==> src/rtl/hs_pkg.sv <==
// Shared definitions for the req/gnt handshake responder: FSM states and
// latency bounds used by the top and its latency counter.
package hs_pkg;

    typedef enum logic [1:0] {
        IDLE  = 2'd0,
        WAIT  = 2'd1,
        GRANT = 2'd2
    } hs_state_e;

    localparam int LAT_MIN = 1;
    localparam int LAT_MAX = 15;
    localparam int LAT_W   = 4;

endpackage

==> src/rtl/hs_lat_counter.sv <==
// Loadable down-counter that times the gap between request acceptance and
// grant; hit marks the last waiting cycle.
module hs_lat_counter
    import hs_pkg::*;
(
    input  logic             clk,
    input  logic             rst,
    input  logic             load,
    input  logic             dec,
    input  logic [LAT_W-1:0] load_val,
    output logic             hit
);

    logic [LAT_W-1:0] cnt;

    always_ff @(posedge clk or posedge rst) begin
        if (rst) begin
            cnt <= '0;
        end else if (load) begin
            cnt <= load_val;
        end else if (dec && (cnt != '0)) begin
            cnt <= cnt - 1'b1;
        end
    end

    assign hit = (cnt == LAT_W'(1));

endmodule

==> src/rtl/req_gnt_responder.sv <==
// Responder end of the req/gnt handshake: one outstanding request, grant
// exactly LATENCY edges after acceptance, sticky violation flag and counters.
module req_gnt_responder
    import hs_pkg::*;
#(
    parameter int LATENCY = 3,
    parameter int CNT_W   = 16
) (
    input  logic             clk,
    input  logic             rst,
    input  logic             en,
    input  logic             req,
    input  logic             clr_err,
    output logic             gnt,
    output logic             busy,
    output logic             err,
    output logic [CNT_W-1:0] req_cnt,
    output logic [CNT_W-1:0] gnt_cnt
);

    if ((LATENCY < LAT_MIN) || (LATENCY > LAT_MAX)) begin : g_bad_latency
        $error("req_gnt_responder: LATENCY must be within 1..15");
    end

    localparam logic [LAT_W-1:0] LOAD_VAL = LAT_W'(LATENCY - 1);

    hs_state_e state;
    hs_state_e state_nxt;
    logic      accept;
    logic      violation;
    logic      lat_load;
    logic      lat_dec;
    logic      lat_hit;

    hs_lat_counter u_lat_counter (
        .clk      (clk),
        .rst      (rst),
        .load     (lat_load),
        .dec      (lat_dec),
        .load_val (LOAD_VAL),
        .hit      (lat_hit)
    );

    // GRANT accepts a new request exactly like IDLE, giving back-to-back service
    always_comb begin
        state_nxt = state;
        accept    = 1'b0;
        violation = 1'b0;
        lat_load  = 1'b0;
        lat_dec   = 1'b0;
        case (state)
            IDLE, GRANT: begin
                state_nxt = IDLE;
                if (req && en) begin
                    accept = 1'b1;
                    if (LATENCY == 1) begin
                        state_nxt = GRANT;
                    end else begin
                        state_nxt = WAIT;
                        lat_load  = 1'b1;
                    end
                end
            end
            WAIT: begin
                violation = req && en;
                if (lat_hit) begin
                    state_nxt = GRANT;
                end else begin
                    lat_dec = 1'b1;
                end
            end
            default: state_nxt = IDLE;
        endcase
    end

    // gnt and busy are flops of their own so the outputs never glitch on state decode
    always_ff @(posedge clk or posedge rst) begin
        if (rst) begin
            state   <= IDLE;
            gnt     <= 1'b0;
            busy    <= 1'b0;
            err     <= 1'b0;
            req_cnt <= '0;
            gnt_cnt <= '0;
        end else begin
            state <= state_nxt;
            gnt   <= (state_nxt == GRANT);
            busy  <= (state_nxt != IDLE);
            if (violation) begin
                err <= 1'b1;
            end else if (clr_err) begin
                err <= 1'b0;
            end
            if (accept) begin
                req_cnt <= req_cnt + 1'b1;
            end
            if (state == GRANT) begin
                gnt_cnt <= gnt_cnt + 1'b1;
            end
        end
    end

endmodule

==> config.mk <==
export PLATFORM = sky130hd
export DESIGN_NAME = req_gnt_responder
export DESIGN_NICKNAME = d
export VERILOG_FILES = /design/src/rtl/hs_pkg.sv /design/src/rtl/hs_lat_counter.sv /design/src/rtl/req_gnt_responder.sv
export SDC_FILE = /design/constraint.sdc
export NUM_CORES = 1
export LEC_CHECK = 0
export ABC_AREA = 0
export BUFFER_PORTS_ARGS = -buffer_cell sky130_fd_sc_hd__buf_4
export CORE_UTILIZATION = 35
export CTS_BUF_LIST = sky130_fd_sc_hd__clkbuf_16
export DETAILED_ROUTE_END_ITERATION = 7
export PLACE_DENSITY_LB_ADDON = 0.3
export SETUP_SLACK_MARGIN = 0.3
export SKIP_CTS_REPAIR_TIMING = 1
export SLEW_MARGIN = 15
export SYNTH_ARGS = -nofsm -noshare
export SYNTH_HDL_FRONTEND = slang
export SYNTH_SLANG_ARGS = --single-unit
==> constraint.sdc <==
create_clock -name clk -period 1.74 [get_ports clk]
set_input_delay 0.348 -clock clk [delete_from_list [all_inputs] [get_ports clk]]
set_output_delay 0.348 -clock clk [all_outputs]
set_load 0.01 [all_outputs]
# == After elaboration in Yosys (flattened, before gate mapping) ==
# Index checks and enable logic that the tools add are counted.
# totals
inputBits,5
regBits,41
wordCells,34
# op_classes
reduce_logical,8
eq_ne,4
add_sub_neg,3
n_mux,12
# op_table
cell,n
$add 16x1->16 const B,2
$mux 1,8
$mux 4,2
$reduce_bool 2->1,3
$eq 2x2->1 const B,2
$eq 4x1->1 const B,1
$pmux 2 s2,1
$reduce_bool 4->1,1
$sub 4x1->4 const B,1
$eq 2x1->1 const B,1
$logic_and 1x1->1,2
$logic_not 2->1,1
$mux 2,1
$reduce_or 2->1,1

# == Depth between registers and ports, before layout ==
# depth
word_depth,6
mapped_depth,6
depth_no_buf,6

# == Cells and area by module ==
# A second synthesis with hierarchy kept.
# unflattened
hier_cells,164
hier_area_um2,1874.3
# by_module_without_submodules
mod,seq_area_each_um2,instances,area_each_um2,cells_per_inst
req_gnt_responder,925.9,1,1587.8,134
hs_lat_counter,100.1,1,286.5,30

# == Least setup slack after synthesis ==
# No wires, ideal clock.
# synth_timing
path_kind,flip-flop to flip-flop
from,register req_cnt[0]
to,register req_cnt[8]
arrival_ns,1.312
stages_incl_launch_ff,6
path_buffers,0
slack_ns,0.349
setup_ns,0.079
required_ns,1.661
path_cell_list,dfrtp_1 ha_1 nand4b_1 nor2_1 and4_1 xor2_1
# synth_via
elab_chain_len,1
# synth_lines
item,line,text
start: declaration,req_gnt_responder.sv:17,"output logic [CNT_W-1:0] req_cnt,"
start signal: assignment,req_gnt_responder.sv:95,req_cnt <= req_cnt + 1'b1;
$add 16x1->16,req_gnt_responder.sv:95,
# No other way between the ends.
# A chain may end at the register's enable or synchronous reset.

# == Final worst setup path ==
# layout_timing
from,register u_lat_counter.cnt[0]
to,register u_lat_counter.cnt[1]
# layout_via
elab_chain_len,5
word_cells_on_any_way,9
classes_between,add/sub (1); eq/ne (1); mux (4); reduce/logical (3)
# layout_lines
item,line,text
start: declaration,hs_lat_counter.sv:14,logic [LAT_W-1:0] cnt;
start signal: assignment,hs_lat_counter.sv:20,cnt <= load_val;
start signal: assignment,hs_lat_counter.sv:22,cnt <= cnt - 1'b1;
"parallel branches: the longest is 5 deep, another holds $sub 4x1->4",n/a,
# Several ways; the timed one is not identified. The select of a mux whose other input is x is not followed.

==> summary.txt <==
Run status
  – Status: completed

Placed design
  – Placed cell area: roughly 2200 um^2
  – Hpwl dp: 2.462 mm
  – Port bufs: 39
  – GP Congestion: approximately 0.72

Synthesis
  – Largest family of logic cells by synthesized area: simple AND/OR/NAND/NOR gates
  – Mapped cell area: 1838 um^2
  – Seq cells post-synth: 41
  – Synth async-reset ratio: 100.0%
  – Dominant synthesized flop cell: dfrtp_1
  – Post-Syn Instances: 153
  – Number of synthesis warnings: 0
  – Multiplexer area fraction after synthesis: less than 1%
  – Syn_area_per_cell: 12.01 um^2
  – Synth Area in Simple Gates: a little over a fifth
  – Compound-Gate Fraction of Synth Area: under 10%
  – Post-synthesis sequential area ratio: 55.82%
  – XOR/XNOR Fraction of Synth Area: 15.72%
  – Yosys cell types: 31
  – Number of synthesized flops with an enable pin: 0
  – Post-Synth Adder-Cell Area: 2.723%
  – Post-synthesis net count: around 160

Setup path
  – Crit path max fanout: 3
  – Crit start category: flip-flop
  – FF-to-FF setup slack: 330 ps
  – Worst Setup Path Type: reg -> reg
  – Endpoint type of the worst setup path: flip-flop
  – Slowest stage delay, CP: 400 ps
  – Reg2reg end: u_lat_counter.cnt[1]$_DFFE_PP0P_
  – Crit path max-delay cell type: dfrtp_1
  – CP cell instances: inv_2 -> ha_2 -> nor2_1 -> o31ai_2 -> buf_4 -> nand2_1 -> o211ai_1
  – Worst EP required: approximately 1900 ps
  – Critical Path AT: 1610 ps
  – Reg-to-Reg Start: u_lat_counter.cnt[0]$_DFFE_PP0P_
  – R2R cell count: 7

Die
  – DIE HEIGHT: around 74 um
  – Die area: approximately 5500 um^2
  – Core area: about 5100 um^2
  – I/O pins: 40
  – Starting Density: 36.22%
  – Std cell rows: 26
  – Die X: around 74 um

STA
  – Setup TNS: 0 ps
  – Skew final: around 4.3 ps
  – RSZ-0062 raised after global routing: yes
  – Fin. Hold Viols: 0
  – Final min period: ~1400 ps
  – Endpoints failing setup: 0
  – Headroom to the max-slew limit: about two thirds
  – Slew Viols, Final: 0
  – Tcrit/Tclk final: 81.30%
  – Slew of the pin with the lowest slew margin: roughly 520 ps
  – Max Fclk: approximately 710 MHz

Cells and area
  – Sequential cell area: just over 1000 um^2
  – Diodes inserted: 0
  – Fill count: about 490
  – Synth-to-Final Area Change: 33.76%
  – Final net count: 215
  – Final core occ: approximately half
  – Area of the multi-input gates: approximately 840 um^2
  – Share of cells above drive strength 1: about a third
  – Fin area: about 2500 um^2

CTS
  – CTS tree: yes
  – H-tree levels: 2
  – CTS root buffer: clkbuf_16
  – Clk buf depth: 2
  – Clock Latency Late Sink: approximately 280 ps
  – Num CTS Buffers: 5
  – CTS clk-pin slew, worst paths: 60 ps
  – Clock Sink Count: roughly 40

Min path
  – Worst min-delay path category: in -> async

Global routing
  – Largest net degree at the start of global routing: 42
  – Total track usage: approximately 14%
  – Initial antenna violation count: 0
  – Vias in the first global route: about 1,200
  – GRT overflow: 0
  – Global-route wire length before repair: between 5 and 6 mm

Detailed routing
  – DRT Wirelength: 3.536 mm
  – Drt wl/cell: between 10 and 15 um
  – DRT antenna net count: 0
  – DRC errors left: 0
  – Via-to-Cell Ratio: around 4.8
  – Vias after detailed routing: about 1,300
  – TritonRoute pass-1 iters: 4
  – Initial DRC Count: 49

Pwr
  – P_leak: approximately 1.2 nW
  – Max rail drop VDD: ~0.7 mV
  – Power density cells: around 1200 nW/um^2

Job
  – Max-Cap Viols: 0
worst max-delay path, delay by kind of cell, from the launching register on:
family / cells / cell delay, ps
AOI/OAI and AO/OA: 2 / 390
adders and majority gates: 1 / 180
buffers and inverters: 2 / 250
DFF: 1 / 400
and+or+nand+nor: 2 / 110
how the worst max path moves through the flow:
stage,startpoint,endpoint,depth (start not counted)
floorplan,req_cnt[0]$_DFFE_PP0P_,req_cnt[8]$_DFFE_PP0P_,5
global placement,req_cnt[0]$_DFFE_PP0P_,req_cnt[8]$_DFFE_PP0P_,5
detailed placement,req_cnt[0]$_DFFE_PP0P_,req_cnt[8]$_DFFE_PP0P_,5
CTS,req_cnt[0]$_DFFE_PP0P_,req_cnt[8]$_DFFE_PP0P_,5
global route,req_cnt[1]$_DFFE_PP0P_,req_cnt[8]$_DFFE_PP0P_,5
finish,u_lat_counter.cnt[0]$_DFFE_PP0P_,u_lat_counter.cnt[1]$_DFFE_PP0P_,7
cells in the mapped netlist, types with 2 or more instances:
library cell / count / area (um^2)
dfrtp_1: 41 / 1026
nor2_1: 8 / 30.03
inv_1: 5 / 18.77
ha_1: 4 / 50.05
nand2_1: 17 / 63.81
and3_1: 3 / 18.77
nand3_1: 8 / 40.04
nor3_1: 3 / 15.01
and2_1: 2 / 12.51
xor2_1: 10 / 87.58
and4_1: 4 / 35.03
xnor2_1: 23 / 201.4
nand4_1: 6 / 37.54
o211ai_1: 2 / 15.01
kinds of logic (layout without fill, tap and decap cells):
group           after synthesis  after routing
simple gates                 63             63
flops                        41             41
xor+xnor                     33             33
compound gates                6              6
buf+inv                       5             59
fa+ha+maj                     4              4
mux                           1              1
layout make-up:
| cell class | count | share of cell area, % |
|---|---|---|
| flip-flops and latches | 41 | 41.83 |
| inverters | 5 | 0.7634 |
| clock buffers | 5 | 5.089 |
| multi-input cells | 107 | 34.20 |
| clock inverters | 3 | 0.5089 |
| repair buffers | 46 | 14.05 |
| well taps | 70 | 3.562 |
cells in the final DEF (no fill, tap or decap), types with 4 or more instances in the layout:
cell type,Yosys,final
nand4_1,6,6
xor2_1,10,10
nand2_1,17,17
dfrtp_1,41,39
nor2_1,8,7
xnor2_1,23,23
buf_4,0,46
clkbuf_16,0,5
nand3_1,8,6
and4_1,4,4
sequential cells by signal, indices dropped and copies added (netlist names):
register           flops
busy                   1
req_cnt               16
u_lat_counter.cnt      4
err                    1
gnt_cnt               16
state                  2
gnt                    1
power by group:
part / leakage (nW) / internal [mW] / switching (mW)
clock: 0.0687 / 0.518 / 0.338
sequential: 0.549 / 1.13 / 0.210
combinational: 0.602 / 0.433 / 0.381
stage by stage:
stage               hold WS (ps)  total power, mW  setup slack (ps)  instances
detailed placement         463.3            2.065             189.3        263
global placement           459.7            2.048             211.3        263
finish                     203.2            3.010             325.3        277
floorplan                  447.0            1.761             348.5        153
CTS                        226.5            2.937             172.5        271
global route               248.0            3.209             237.7        277
metal layers:
metal / wire, um / track usage [%] / up-vias / share of wire (%)
li1: - / - / 636 / -
met1: 1608 / 17.99 / 652 / 45
met2: 1747 / 22.12 / 27 / 49
met3: 146 / 4.743 / 4 / 4.1
met4: 34 / 5.031 / 0 / 0.96
met5: 0 / 0 / - / 0
Note: power is estimated with default switching activity, not from simulation.
